--- src/rtl/microcode_sequencer.sv ---
// microcode_sequencer: drives the microcode EPROM, latches each 64-bit word into
// the microinstruction register and sequences the micro-PC (next, jump,
// conditional jump, call/return stack, opcode dispatch, halt).
//
// Ports:
//   clk            system clock, rising edge
//   reset          synchronous active-high reset
//   _rom_cs        EPROM chip select, active low
//   _rom_oe        EPROM output enable, active low
//   rom_addr       EPROM address (ADDR_BITS)
//   rom_data       EPROM data (WIDTH)
//   cond           datapath condition flags (8)
//   dispatch_addr  entry point from the opcode decoder (ADDR_BITS)
//   stall          downstream not ready; holds the current microinstruction
//   step           single-step request (only with UCODE_SINGLESTEP_EN)
//   uinst          latched microinstruction (WIDTH)
//   uinst_valid    uinst is valid for the datapath this cycle
//   halted         sequencer has stopped
//   stack_err      sticky return-stack overflow/underflow flag
//
// Optional feature macro: UCODE_SINGLESTEP_EN adds the step port and a
// STEPWAIT state between microinstructions.
module microcode_sequencer #(
    parameter int WIDTH       = 64,
    parameter int ADDR_BITS   = 9,
    parameter int STACK_DEPTH = 4,
    parameter int WAIT_CYCLES = 2
) (
    input  logic                 clk,
    input  logic                 reset,
    output logic                 _rom_cs,
    output logic                 _rom_oe,
    output logic [ADDR_BITS-1:0] rom_addr,
    input  logic [WIDTH-1:0]     rom_data,
    input  logic [7:0]           cond,
    input  logic [ADDR_BITS-1:0] dispatch_addr,
    input  logic                 stall,
`ifdef UCODE_SINGLESTEP_EN
    input  logic                 step,
`endif
    output logic [WIDTH-1:0]     uinst,
    output logic                 uinst_valid,
    output logic                 halted,
    output logic                 stack_err
);
    // sp counts occupied entries, so it needs to represent STACK_DEPTH itself
    localparam int SPW = $clog2(STACK_DEPTH + 1);
    localparam int CW  = 4;

    localparam logic [2:0] OP_JUMP     = 3'd1;
    localparam logic [2:0] OP_CJUMP    = 3'd2;
    localparam logic [2:0] OP_CALL     = 3'd3;
    localparam logic [2:0] OP_RET      = 3'd4;
    localparam logic [2:0] OP_DISPATCH = 3'd5;
    localparam logic [2:0] OP_HALT     = 3'd6;

    typedef enum logic [2:0] {
        S_RESET,
        S_FETCH,
        S_ISSUE,
        S_HALTED
`ifdef UCODE_SINGLESTEP_EN
        , S_STEPWAIT
`endif
    } state_t;

    state_t               state;
    logic [ADDR_BITS-1:0] upc;
    logic [SPW-1:0]       sp;
    logic [CW-1:0]        count;
    // sized to the full sp range so sp indexes it without truncation
    logic [ADDR_BITS-1:0] stack [2**SPW];

    logic [2:0]           op;
    logic [ADDR_BITS-1:0] target;
    logic [ADDR_BITS-1:0] upc_inc;
    logic [ADDR_BITS-1:0] next_upc;
    logic [SPW-1:0]       sp_dec;
    logic                 taken;
    logic                 push_ok;
    logic                 pop_ok;

    always_comb begin
        op       = uinst[2:0];
        target   = uinst[7 +: ADDR_BITS];
        upc_inc  = upc + 1'b1;
        taken    = cond[uinst[5:3]] ^ uinst[6];
        push_ok  = sp != SPW'(STACK_DEPTH);
        pop_ok   = sp != '0;
        sp_dec   = sp - 1'b1;
        next_upc = op == OP_JUMP     ? target :
                   op == OP_CJUMP    ? (taken ? target : upc_inc) :
                   op == OP_CALL     ? target :
                   op == OP_RET      ? (pop_ok ? stack[sp_dec] : '0) :
                   op == OP_DISPATCH ? dispatch_addr :
                   op == OP_HALT     ? upc : upc_inc;
    end

`ifdef UCODE_SINGLESTEP_EN
    logic step_q;
    logic step_rise;

    always_ff @(posedge clk) begin
        if (reset) begin
            step_q    <= 1'b0;
            step_rise <= 1'b0;
        end else begin
            step_q    <= step;
            step_rise <= step & ~step_q;
        end
    end
`endif

    always_ff @(posedge clk) begin
        if (reset) begin
            state       <= S_RESET;
            upc         <= '0;
            sp          <= '0;
            count       <= '0;
            rom_addr    <= '0;
            _rom_cs     <= 1'b1;
            _rom_oe     <= 1'b1;
            uinst       <= '0;
            uinst_valid <= 1'b0;
            halted      <= 1'b0;
            stack_err   <= 1'b0;
        end else begin
            case (state)
                S_RESET: begin
                    state    <= S_FETCH;
                    count    <= '0;
                    rom_addr <= upc;
                    _rom_cs  <= 1'b0;
                    _rom_oe  <= 1'b0;
                end
                S_FETCH: begin
                    count <= count + 1'b1;
                    // the ROM drives 0 while disabled, so data is only taken here
                    if (count == CW'(WAIT_CYCLES - 1)) begin
                        uinst       <= rom_data;
                        uinst_valid <= 1'b1;
                        _rom_cs     <= 1'b1;
                        _rom_oe     <= 1'b1;
                        state       <= S_ISSUE;
                    end
                end
                S_ISSUE: begin
                    if (!stall) begin
                        uinst_valid <= 1'b0;
                        count       <= '0;
                        upc         <= next_upc;
                        if (op == OP_CALL) begin
                            if (push_ok) begin
                                stack[sp] <= upc_inc;
                                sp        <= sp + 1'b1;
                            end else begin
                                stack_err <= 1'b1;
                            end
                        end
                        if (op == OP_RET) begin
                            if (pop_ok) sp <= sp_dec;
                            else stack_err <= 1'b1;
                        end
                        if (op == OP_HALT) begin
                            state  <= S_HALTED;
                            halted <= 1'b1;
                        end else begin
`ifdef UCODE_SINGLESTEP_EN
                            state <= S_STEPWAIT;
`else
                            state    <= S_FETCH;
                            rom_addr <= next_upc;
                            _rom_cs  <= 1'b0;
                            _rom_oe  <= 1'b0;
`endif
                        end
                    end
                end
`ifdef UCODE_SINGLESTEP_EN
                S_STEPWAIT: begin
                    if (step_rise) begin
                        state    <= S_FETCH;
                        rom_addr <= upc;
                        _rom_cs  <= 1'b0;
                        _rom_oe  <= 1'b0;
                    end
                end
`endif
                default: begin
                end
            endcase
        end
    end
endmodule

--- config.mk ---
export PLATFORM = sky130hd
export DESIGN_NAME = microcode_sequencer
export DESIGN_NICKNAME = d
export VERILOG_FILES = /design/src/rtl/microcode_sequencer.sv
export SDC_FILE = /design/constraint.sdc
export NUM_CORES = 1
export LEC_CHECK = 0
export CELL_PAD_IN_SITES_DETAIL_PLACEMENT = 1
export CELL_PAD_IN_SITES_GLOBAL_PLACEMENT = 1
export CORE_ASPECT_RATIO = 1.75
export CORE_UTILIZATION = 35
export DETAILED_ROUTE_END_ITERATION = 8
export PLACE_DENSITY = 0.85
export REMOVE_ABC_BUFFERS = 1
export SETUP_SLACK_MARGIN = 0.5
export SYNTH_ARGS = -nofsm -noshare
export SYNTH_HDL_FRONTEND = slang
export SYNTH_SLANG_ARGS = --single-unit
export TNS_END_PERCENT = 1
--- constraint.sdc ---
create_clock -name clk -period 2.9 [get_ports clk]
set_clock_uncertainty 0.1 [all_clocks]
set_input_delay 0.435 -clock clk [delete_from_list [all_inputs] [get_ports clk]]
set_output_delay 0.435 -clock clk [all_outputs]
set_load 0.005 [all_outputs]
# --- Word level (Yosys, flattened, before mapping) ---
# Memory sizes are Yosys's and may differ from the RTL's.
# Index checks and enable logic that the tools add are counted.
totals:
  register_bits: 96
  latchBits: 0
  ramBits: 72
  rom_bits: 0
  in_bits: 84
  output_inout_bits: 78
  elab_cells: 83
  memories: 1
op_classes:
  n_addsub: 4
  n_mul: 0
  div: 0
  magnitude_cmp: 1
  n_eq_ne: 13
  n_shift: 0
  muxes: 39
  bitwise_logic: 2
  n_reduce_logical: 13
memory_table:
  columns: ["memory", "depth", "width", "read_ports", "rd_clocked_by_memory_dff", "write_ports", "line_no", "text"]
  rows:
  - ["stack", 8, 9, 1, 0, 1, "72", "logic [ADDR_BITS-1:0] stack [2**SPW];"]
op_table:
  columns: ["op", "count"]
  rows:
  - ["2-to-1 mux 9 bit", 10]
  - ["2-to-1 mux 3 bit", 6]
  - ["case mux 9 bit (2 select lines)", 1]
  - ["2-to-1 mux 1 bit", 15]
  - ["case mux 4 bit (3 select lines)", 1]
  - ["AND reduction 3 bit", 4]
  - ["adder 9 x 1 -> 9 bit (second input constant)", 1]
  - ["equality test 3 x 2 -> 1 bit (second input constant)", 3]
  - ["equality test 3 bit (second input constant)", 3]
  - ["case mux 3 bit (3 select lines)", 1]
  - ["equality test 3 x 1 -> 1 bit (second input constant)", 2]
  - ["inequality test 2 bit (second input constant)", 3]
  - ["AND reduction 2 bit", 3]
  - ["nonzero test 3 bit", 2]
  - ["adder 4 x 1 -> 4 bit (second input constant)", 1]
  - ["equality test 4 x 1 -> 1 bit (second input constant)", 1]
  - ["< comparator 3 x 4 -> 1 bit (second input constant)", 1]
  - ["2-to-1 mux 4 bit", 1]
  - ["AND reduction 4 bit", 1]
  - ["nonzero test 2 bit", 2]
  - ["adder 3 x 1 -> 3 bit (second input constant)", 1]
  - ["binary-select mux 1 bit (select 3 bit)", 1]
  - ["logical NOT 3 bit", 1]
  - ["inequality test 3 bit (second input constant)", 1]
  - ["other kinds (6)", 6]

# --- Depth between registers and ports, before layout ---
depth:
  depth_word: 10
  depth_mapped: 11
  depth_no_buf: 9

# --- Worst setup path after synthesis ---
# OpenSTA, ideal clock, no wires.
synth_timing:
  kind: "register to register"
  startpoint: "reg sp[0]"
  endpoint: "reg rom_addr[3]"
  t_arrival_ns: 2.508
  t_required_ns: 2.666
  path_slack_ns: 0.158
  stages_incl_launch_ff: 11
  synth_period_minus_slack_ns: 2.742
  path_cell_list: "dfxtp_1 > buf_4 > clkinv_1 > ha_1 > buf_2 > buf_4 > mux4_2 > mux2i_1 > o211ai_1 > a222oi_1 > o22ai_1"
synth_via:
  elab_chain_len: 10
synth_rtl:
  columns: ["item", "line_no", "text"]
  rows:
  - ["from (decl)", "69", "logic [SPW-1:0] sp;"]
  - ["from (signal assigned)", "155", "sp <= sp + 1'b1;"]
  - ["from (signal assigned)", "161", "if (pop_ok) sp <= sp_dec;"]
  - ["subtractor 3 x 1 -> 3 bit", "90", "sp_dec = sp - 1'b1;"]
  - ["memory (8 x 9 bit)", null, null]
  - ["2-to-1 mux 9 bit (*) (2 in series)", "94", "op == OP_RET ? (pop_ok ? stack[sp_dec] : '0) :"]
  - ["2-to-1 mux 9 bit (*)", "93", "op == OP_CALL ? target :"]
  - ["2-to-1 mux 9 bit (*)", "92", "op == OP_CJUMP ? (taken ? target : upc_inc) :"]
  - ["2-to-1 mux 9 bit (*)", "91", "next_upc = op == OP_JUMP ? target :"]
  - ["2-to-1 mux 9 bit (*)", "164", "if (op == OP_HALT) begin"]
  - ["2-to-1 mux 9 bit (*)", "148", "if (!stall) begin"]
  - ["case mux 9 bit (2 select lines) (*)", "128", "case (state)"]
  - ["to (signal assigned)", "132", "rom_addr <= upc;"]
  - ["to (signal assigned)", "172", "rom_addr <= next_upc;"]
  - ["to (decl)", "33", "output logic [ADDR_BITS-1:0] rom_addr,"]
# Mark *: on every way between the ends. The rest lies on a longest branch, timed or not. The select of a mux whose other input is x is not followed.
# A chain may end at the register's enable or synchronous reset.

# --- Worst setup path in the final report ---
layout_timing:
  startpoint: "reg sp[0]"
  endpoint: "reg rom_addr[7]"
# Same word-level chain as after synthesis.

==> flow_metrics.env <==
export IMPL_die_y_um=195
export IMPL_synth_edf_count=72
export IMPL_tritoncts_num_buffers=17
export IMPL_dpl_hpwl_um=17400
export IMPL_maxSlewHeadroom_pct=40.3
export IMPL_crit_required_ns=3.06
export IMPL_cp_arrival_ns=2.62
export IMPL_global_route_wire_length_before_repair_um=37800
export IMPL_htree_levels=4
export IMPL_type_of_element_capturing_the_critical_path="flop"
export IMPL_yosys_area_share_xor_xnor_pct=1.28
export IMPL_syn_instance_count=754
export IMPL_floorplan_rows=70
export IMPL_viasPerCell=5.46
export IMPL_async_s_r_ff_share_synth_pct=0
export IMPL_yosysSeqAreaShare_pct=54.8
export IMPL_boundary_pins=162
export IMPL_drt_drc_violations_left=1
export IMPL_drt_first_pass_iters=8
export IMPL_cap_viol_max_count=0
export IMPL_area_growth_pct=37.0
export IMPL_post_route_worst_hold_slack_ns=0.353
export IMPL_first_iter_violations=363
export IMPL_grt_max_degree=83
export IMPL_routed_via_count=6549
export IMPL_cp_max_fo=4
export IMPL_clkSlewWorstSetupHoldPaths_ns=0.07
export IMPL_grt_setup_unrepaired="yes"
export IMPL_crit_type="flop to flop"
export IMPL_post_route_period_util_pct=85.0
export IMPL_synth_adder_area_share_pct=1.86
export IMPL_effective_utilization_at_floorplan_pct=35.6
export IMPL_p_per_cell_area_mw_per_mm2=608
export IMPL_drive_gt1_share_pct=12.1
export IMPL_die_w_um=112
export IMPL_ys_ff_latch=167
export IMPL_max_slew_worst_pin_slew_ns=0.895
export IMPL_violations="design-rule violations"
export IMPL_finalPower_w=0.00617
export IMPL_min_period_ns=2.47
export IMPL_synth_simple_area_share_pct=16.2
export IMPL_setup_violations_final=0
export IMPL_leakagePower_nw=3.45
export IMPL_wire_per_inst_um=19.9
export IMPL_synth_compound_gate_area_share_pct=15.6
export IMPL_postRouteAntennaNets=0
export IMPL_cts_num_sinks=167
export IMPL_ys_types=68
export IMPL_num_nets_final=1030
export IMPL_gp_congestion=0.904
export IMPL_tritoncts="done"
export IMPL_number_of_endpoints_with_negative_hold_slack_in_the_final_report=0
export IMPL_yosys_warnings=0
export IMPL_holdBufCountCts=0
export IMPL_timing_hold_worst_class="flop to flop"
export IMPL_grt_antenna_before_repair=0
export IMPL_dominantRegCellSynth="sky130_fd_sc_hd__dfxtp_1"
export IMPL_peak_vdd_ir_v=0.000485
export IMPL_outcome="finished with violations"
export IMPL_grt_total_usage_pct=22.7
export IMPL_max_freq_ghz=0.406
export IMPL_largest_family_of_logic_cells_by_synthesized_area="simple AND/OR/NAND/NOR gates"
export IMPL_cts_root_buffer_cell="sky130_fd_sc_hd__clkbuf_16"
export IMPL_post_synth_instance_area_mm2=0.00741
export IMPL_syn_area_per_cell_um2=9.83
export IMPL_port_buffers=161
export IMPL_first_global_vias=7118
export IMPL_die_area_mm2=0.0218
export IMPL_core_area_mm2=0.0208
export IMPL_final_max_slew_viol_count=0
export IMPL_timing_setup_tns_ns=0
export IMPL_muxShareOfSynthArea_pct=6.14
export IMPL_drt_total_wl_um=23900
export IMPL_cp_start_kind="flop"
export IMPL_cts_path_max_buffers=2
export IMPL_gr_total_overflow=0
export IMPL_antenna_cells_inserted=0
export IMPL_worst_skew_pair_late_latency_ns=0.43
-- stage by stage --
| stage | utilization (%) | setup slack [ns] | instances | cell area (um^2) |
|---|---|---|---|---|
| 3_5_place_dp | 45.3 | 0.0785 | 1163 | 9450 |
| 3_3_place_gp | 45.3 | 0.219 | 1163 | 9450 |
| 5_1_grt | 48.7 | 0.350 | 1200 | 10200 |
| 2_1_floorplan | - | -0.665 | 709 | 7190 |
| 6_report | 48.7 | 0.435 | 1200 | 10200 |
| 4_1_cts | 48.5 | 0.438 | 1198 | 10100 |
-- per-layer routing --
metal  global-route usage, %  up-vias  part of all wire (%)  routed length (um)
met5                       0        -                     0                   0
met4                    13.9        0                   4.9                1170
met3                    4.74       79                   4.6                1090
met2                    43.0      222                    55               13100
met1                    22.0     3193                    36                8590
li1                        -     3055                     -                   -
-- power breakdown --
part / total, W / internal [W] / switching [W] / leakage [nW]
Clock: 0.00228 / 0.00128 / 0.00100 / 0.268
Sequential: 0.00270 / 0.00258 / 0.000121 / 1.40
Combinational: 0.00120 / 0.000558 / 0.000638 / 1.78
Total: 0.00617 / 0.00441 / 0.00176 / 3.45
-- state kept, by name (all words and copies together) (netlist names) --
signal       count
count            4
upc              9
stack_err        1
sp               3
_rom_oe          1
rom_addr         9
state            2
halted           1
uinst           64
stack           72
uinst_valid      1
-- layout make-up --
class                           count  area (um^2)
Clock buffer                       18          429
Clock inverter                     14          149
Timing Repair Buffer              207         1980
Inverter                           22         87.6
Sequential cell                   167         4070
Multi-Input combinational cell    520         3120
Tap cell                          252          315
Fill cell                        2334        10700
-- kinds of logic (layout without fill, tap and decap cells) --
family,after synthesis,after routing
flops,167,167
buf+inv,67,261
mux,31,31
fa+ha+maj,11,11
compound gates,187,187
simple gates,281,281
xor+xnor,10,10
-- worst paths after layout --
check                               start  slack [ns]           to  depth (start not counted)
worst min-delay path            uinst[17]        0.35    uinst[17]                          2
worst max register to register      sp[0]        0.43  rom_addr[7]                          9
worst max-delay path                sp[0]        0.43  rom_addr[7]                          9
worst min register to register  uinst[17]        0.35    uinst[17]                          2
-- critical path, stage by stage, from the launching register on --
cell and delay (ns):
sky130_fd_sc_hd__dfxtp_4 0.38, sky130_fd_sc_hd__clkinv_4 0.08, sky130_fd_sc_hd__ha_4 0.19, sky130_fd_sc_hd__xor2_4 0.25, sky130_fd_sc_hd__mux4_2 0.54, sky130_fd_sc_hd__mux2i_1 0.20
sky130_fd_sc_hd__o2111ai_1 0.13, sky130_fd_sc_hd__a21oi_1 0.18, sky130_fd_sc_hd__a211o_1 0.15, sky130_fd_sc_hd__o22ai_1 0.09
-- cell usage after synthesis (3+ instances only) --
library cell	n	share of area, %
sky130_fd_sc_hd__nand2_1	182	9.2
sky130_fd_sc_hd__a2111oi_0	3	0.35
sky130_fd_sc_hd__mux4_1	3	1.1
sky130_fd_sc_hd__nor3_1	6	0.41
sky130_fd_sc_hd__mux2i_1	17	2.3
sky130_fd_sc_hd__inv_1	20	1.0
sky130_fd_sc_hd__a221oi_1	3	0.35
sky130_fd_sc_hd__and3_1	6	0.51
sky130_fd_sc_hd__xnor2_1	5	0.59
sky130_fd_sc_hd__a22oi_1	3	0.30
sky130_fd_sc_hd__mux4_2	7	2.1
sky130_fd_sc_hd__nor3b_1	3	0.30
sky130_fd_sc_hd__edfxtp_1	72	29
sky130_fd_sc_hd__nand3_1	23	1.6
sky130_fd_sc_hd__dfxtp_1	95	26
sky130_fd_sc_hd__a21o_1	3	0.30
sky130_fd_sc_hd__mux2_2	3	0.46
sky130_fd_sc_hd__o22ai_1	11	0.93
sky130_fd_sc_hd__clkbuf_1	24	1.2
sky130_fd_sc_hd__nand2b_1	7	0.59
sky130_fd_sc_hd__nor2_1	32	1.6
sky130_fd_sc_hd__ha_1	11	1.9
sky130_fd_sc_hd__o31a_1	3	0.35
sky130_fd_sc_hd__o21ai_0	22	1.5
sky130_fd_sc_hd__xor2_1	4	0.47
sky130_fd_sc_hd__nor2b_1	10	0.84
sky130_fd_sc_hd__a31oi_1	9	0.76
sky130_fd_sc_hd__o211ai_1	6	0.61
sky130_fd_sc_hd__a211oi_1	3	0.30
sky130_fd_sc_hd__a21oi_1	94	6.3
sky130_fd_sc_hd__buf_4	8	0.81
sky130_fd_sc_hd__buf_2	8	0.54
-- layout by cell type, fill, tap and decap left out, types with 3 or more instances in the layout --
cell type                         count
sky130_fd_sc_hd__buf_6                3
sky130_fd_sc_hd__o22ai_1             11
sky130_fd_sc_hd__mux2_2               3
sky130_fd_sc_hd__nor2_1              30
sky130_fd_sc_hd__o31a_1               3
sky130_fd_sc_hd__clkbuf_16           17
sky130_fd_sc_hd__clkinvlp_4           3
sky130_fd_sc_hd__o211ai_1             6
sky130_fd_sc_hd__xnor2_1              5
sky130_fd_sc_hd__a221oi_1             3
sky130_fd_sc_hd__edfxtp_1            72
sky130_fd_sc_hd__a21oi_1             94
sky130_fd_sc_hd__clkdlybuf4s50_1    160
sky130_fd_sc_hd__inv_6                5
sky130_fd_sc_hd__buf_4               42
sky130_fd_sc_hd__inv_1               19
sky130_fd_sc_hd__a211oi_1             3
sky130_fd_sc_hd__dfxtp_2              3
sky130_fd_sc_hd__nor3_1               6
sky130_fd_sc_hd__o21ai_0             22
sky130_fd_sc_hd__nand2b_1             7
sky130_fd_sc_hd__nor2b_1             10
sky130_fd_sc_hd__nand2_1            181
sky130_fd_sc_hd__a31oi_1              9
sky130_fd_sc_hd__and3_1               6
sky130_fd_sc_hd__nand3_1             22
sky130_fd_sc_hd__dfxtp_1             91
sky130_fd_sc_hd__mux2i_1             16
sky130_fd_sc_hd__mux4_2               9
sky130_fd_sc_hd__ha_1                 9
sky130_fd_sc_hd__nor3b_1              3
sky130_fd_sc_hd__a21o_1               3
sky130_fd_sc_hd__xor2_1               4
-- repair_timing --
| item | 4_1_cts | 5_1_grt |
|---|---|---|
| endpoints found under the setup margin | 42 | 76 |
| gates resized for setup | 21 | 6 |
| endpoints found under the hold margin | 0 | 0 |
| setup buffers | 3 | 2 |
| pin swaps | 2 | 2 |
Power figures use the tool's default switching activity.
==> RTL change, RTL diff (same settings) <==
The 4 states of `state_t` get a one-hot encoding in 4 bits.
--- a/src/rtl/microcode_sequencer.sv
+++ b/src/rtl/microcode_sequencer.sv
@@ -54,11 +54,11 @@
     localparam logic [2:0] OP_DISPATCH = 3'd5;
     localparam logic [2:0] OP_HALT     = 3'd6;
 
-    typedef enum logic [2:0] {
-        S_RESET,
-        S_FETCH,
-        S_ISSUE,
-        S_HALTED
+    typedef enum logic [3:0] {
+        S_RESET  = 4'b0001,
+        S_FETCH  = 4'b0010,
+        S_ISSUE  = 4'b0100,
+        S_HALTED = 4'b1000
 `ifdef UCODE_SINGLESTEP_EN
         , S_STEPWAIT
 `endif
Behaviour: same outputs for any inputs over 4 cycles, from zero or initial values and one cycle with reset high; so few cycles prove little.
==> RTL change against the original RTL <==
- sequential cell count up 2
- maximum frequency up 0.81%
- wire length up 2.4%
- non-clock buffer count down 1
- worst hold slack worse by 0.077 ns
- design area up 0.75%
- utilization up 0.16 points
- setup slack better by 0.020 ns
- area after synthesis up 1.2%
- critical path type unchanged
- highest routed layer unchanged
Power is not compared: it rests on default switching activity, and its combinational part moved more than twofold at a synthesized area within 25%.
==> RTL change: results (changes against the original RTL) <==
dpl.hpwl_um: 17800  # was 17400 um
worst_slew_pin_slew_ns: 0.790  # was 0.895 ns
diodes: 0  # unchanged
hold_path_class: "in2reg"  # was reg2reg
h-tree-depth: 4  # unchanged
crit_path_end: "rom_addr[2]"  # was rom_addr[7]
p_leak_nw: 3.35
final_nets: 1020  # was 1030
power_switching_mw: 1.18
io_buffers: 161  # unchanged
dp.cells: 1158  # was 1163
status: "finished clean"  # was complete, but fails checks
grt_antenna_before_repair: 0  # unchanged
wl_per_cell_um: 20.5  # was 19.9 um
cts_made_buffers: 17  # unchanged
synth_common_cells: "162 x nand2_1, 101 x a21oi_1, 97 x dfxtp_1, 72 x edfxtp_1, 40 x clkbuf_1"  # was 182 x nand2_1, 95 x dfxtp_1, 94 x a21oi_1, 72 x edfxtp_1, 32 x nor2_1
cts-root-buf: "clkbuf_16"  # unchanged
grt_usage_pct: 23.4  # was 22.7%
ys_top_cells_by_area: "edfxtp_1 29%, dfxtp_1 26%, nand2_1 8.1%"  # was edfxtp_1 29%, dfxtp_1 26%, nand2_1 9.2%
drive_above_1_share_pct: 12.9  # was 12.1%
cp-startpoint: "sp[0]"  # unchanged
async_flop_share_pct: 0  # unchanged
ys_warn_count: 0  # unchanged
grt_pass1_wl_um: 39100  # was 37800 um
clockBufferDepth: 2  # unchanged
largestRegisters: "stack: 72 flops, uinst: 64 flops"  # unchanged
gpl.final_weighted_congestion: 0.893  # was 0.904
via_per_inst: 5.52  # was 5.46
drt_iter0_drc: 370  # was 363
synthDistinctLibCells: 67  # was 68
synth_top_flop_cell: "dfxtp_1"  # unchanged
vias: 6593  # was 6549
rrSetupSlack_ns: 0.45  # was 0.43 ns
grt_max_degree: 75  # was 83
clk_pin_slew_worst_paths_ns: 0.07  # about the same
first_global_vias: 7148  # was 7118
clock_latency_ns: 0.44
maxCapViolCount: 0  # unchanged
ys_seq_area_share_pct: 54.7  # was 54.8%
fill_cells: 2295  # was 2334
rr_worst_depth: 9  # unchanged
avgSynthCellArea_um2: 9.89  # was 9.83 um^2
ir_worst_vdd_mv: 0.411
drt_first_pass_iters: 4  # was 8
synth-edff-count: 72  # unchanged
path_max_fanout: 8  # was 4
[RTL change: critical path, stage by stage, from the launching register on]
cell and delay, ns:
dfxtp_2 0.35, inv_6 0.12, ha_4 0.19, xor2_4 0.24, buf_12 0.16, mux4_2 0.51
mux2i_2 0.24, o22ai_2 0.14, o2111ai_1 0.12, a211oi_1 0.11
[RTL change: power groups by stage]
stage,clock [mW],combinational [mW],sequential [mW]
final,2.09,0.368,2.51
after global routing,2.20,0.396,2.51
after CTS,2.12,0.371,2.51
after detailed placement,0,0.363,2.56
after global placement,0,0.356,2.56
after floorplan,0,0.117,2.56
[RTL change: cells by family (layout without fill, tap and decap cells)]
group | Yosys count | count (layout) | share of synthesized area (%)
AO/OA/AOI/OAI | 187 | 187 | 15.6
adder cells (fa/ha/maj) | 6 | 6 | 1.00
buffers and inverters | 68 | 252 | 3.78
multiplexers | 31 | 31 | 6.30
AND/OR/NAND/NOR | 287 | 287 | 17.2
flip-flops | 169 | 169 | 54.7
XOR/XNOR | 11 | 11 | 1.48
[RTL change: final cells by class]
type | instances | area [um^2] | area share (%)
Tap cell | 252 | 315 | 3.08
Clock buffer | 18 | 429 | 4.20
Timing Repair Buffer | 206 | 1980 | 19.3
Sequential cell | 169 | 4110 | 40.2
Inverter | 14 | 60.1 | 0.587
Multi-Input combinational cell | 522 | 3230 | 31.6
Clock inverter | 14 | 98.8 | 0.966
[RTL change: what timing repair did]
| action | CTS | global route |
|---|---|---|
| resized for setup | 30 | 4 |
| pin swaps | 2 | 0 |
| cloned | 1 | 0 |
| hold endpoints to repair | 0 | 0 |
| setup buffers | 4 | 0 |
| endpoints found under the setup margin | 91 | 70 |
[RTL change: how the worst min path moves through the flow]
stage	start	endpoint	slack, ns	cells past startpoint
3_3_place_gp	uinst[34]	uinst[34]	0.34	2
2_1_floorplan	count[3]	count[3]	0.34	1
5_1_grt	reset	stack_err	0.29	2
4_1_cts	reset	sp[0]	0.26	2
3_5_place_dp	uinst[41]	uinst[41]	0.35	2
6_report	reset	stack_err	0.28	2
[RTL change: layer usage]
| metal | up-vias | global-route usage [%] | routed length [um] |
|---|---|---|---|
| met5 | - | 0 | 0 |
| met4 | 0 | 13.9 | 1160 |
| met2 | 224 | 44.2 | 13600 |
| li1 | 3069 | - | - |
| met1 | 3234 | 23.6 | 8680 |
| met3 | 66 | 3.89 | 1090 |
[RTL change: through the flow]
stage               util [%]  cell area (um^2)  setup TNS [ns]  setup slack (ns)
floorplan                  -              7270          -39.00            -0.412
global placement        45.6              9540               0             0.158
detailed placement      45.6              9540               0             0.127
CTS                     48.8             10200               0             0.490
global route            48.9             10200               0             0.380
finish                  48.9             10200               0             0.455
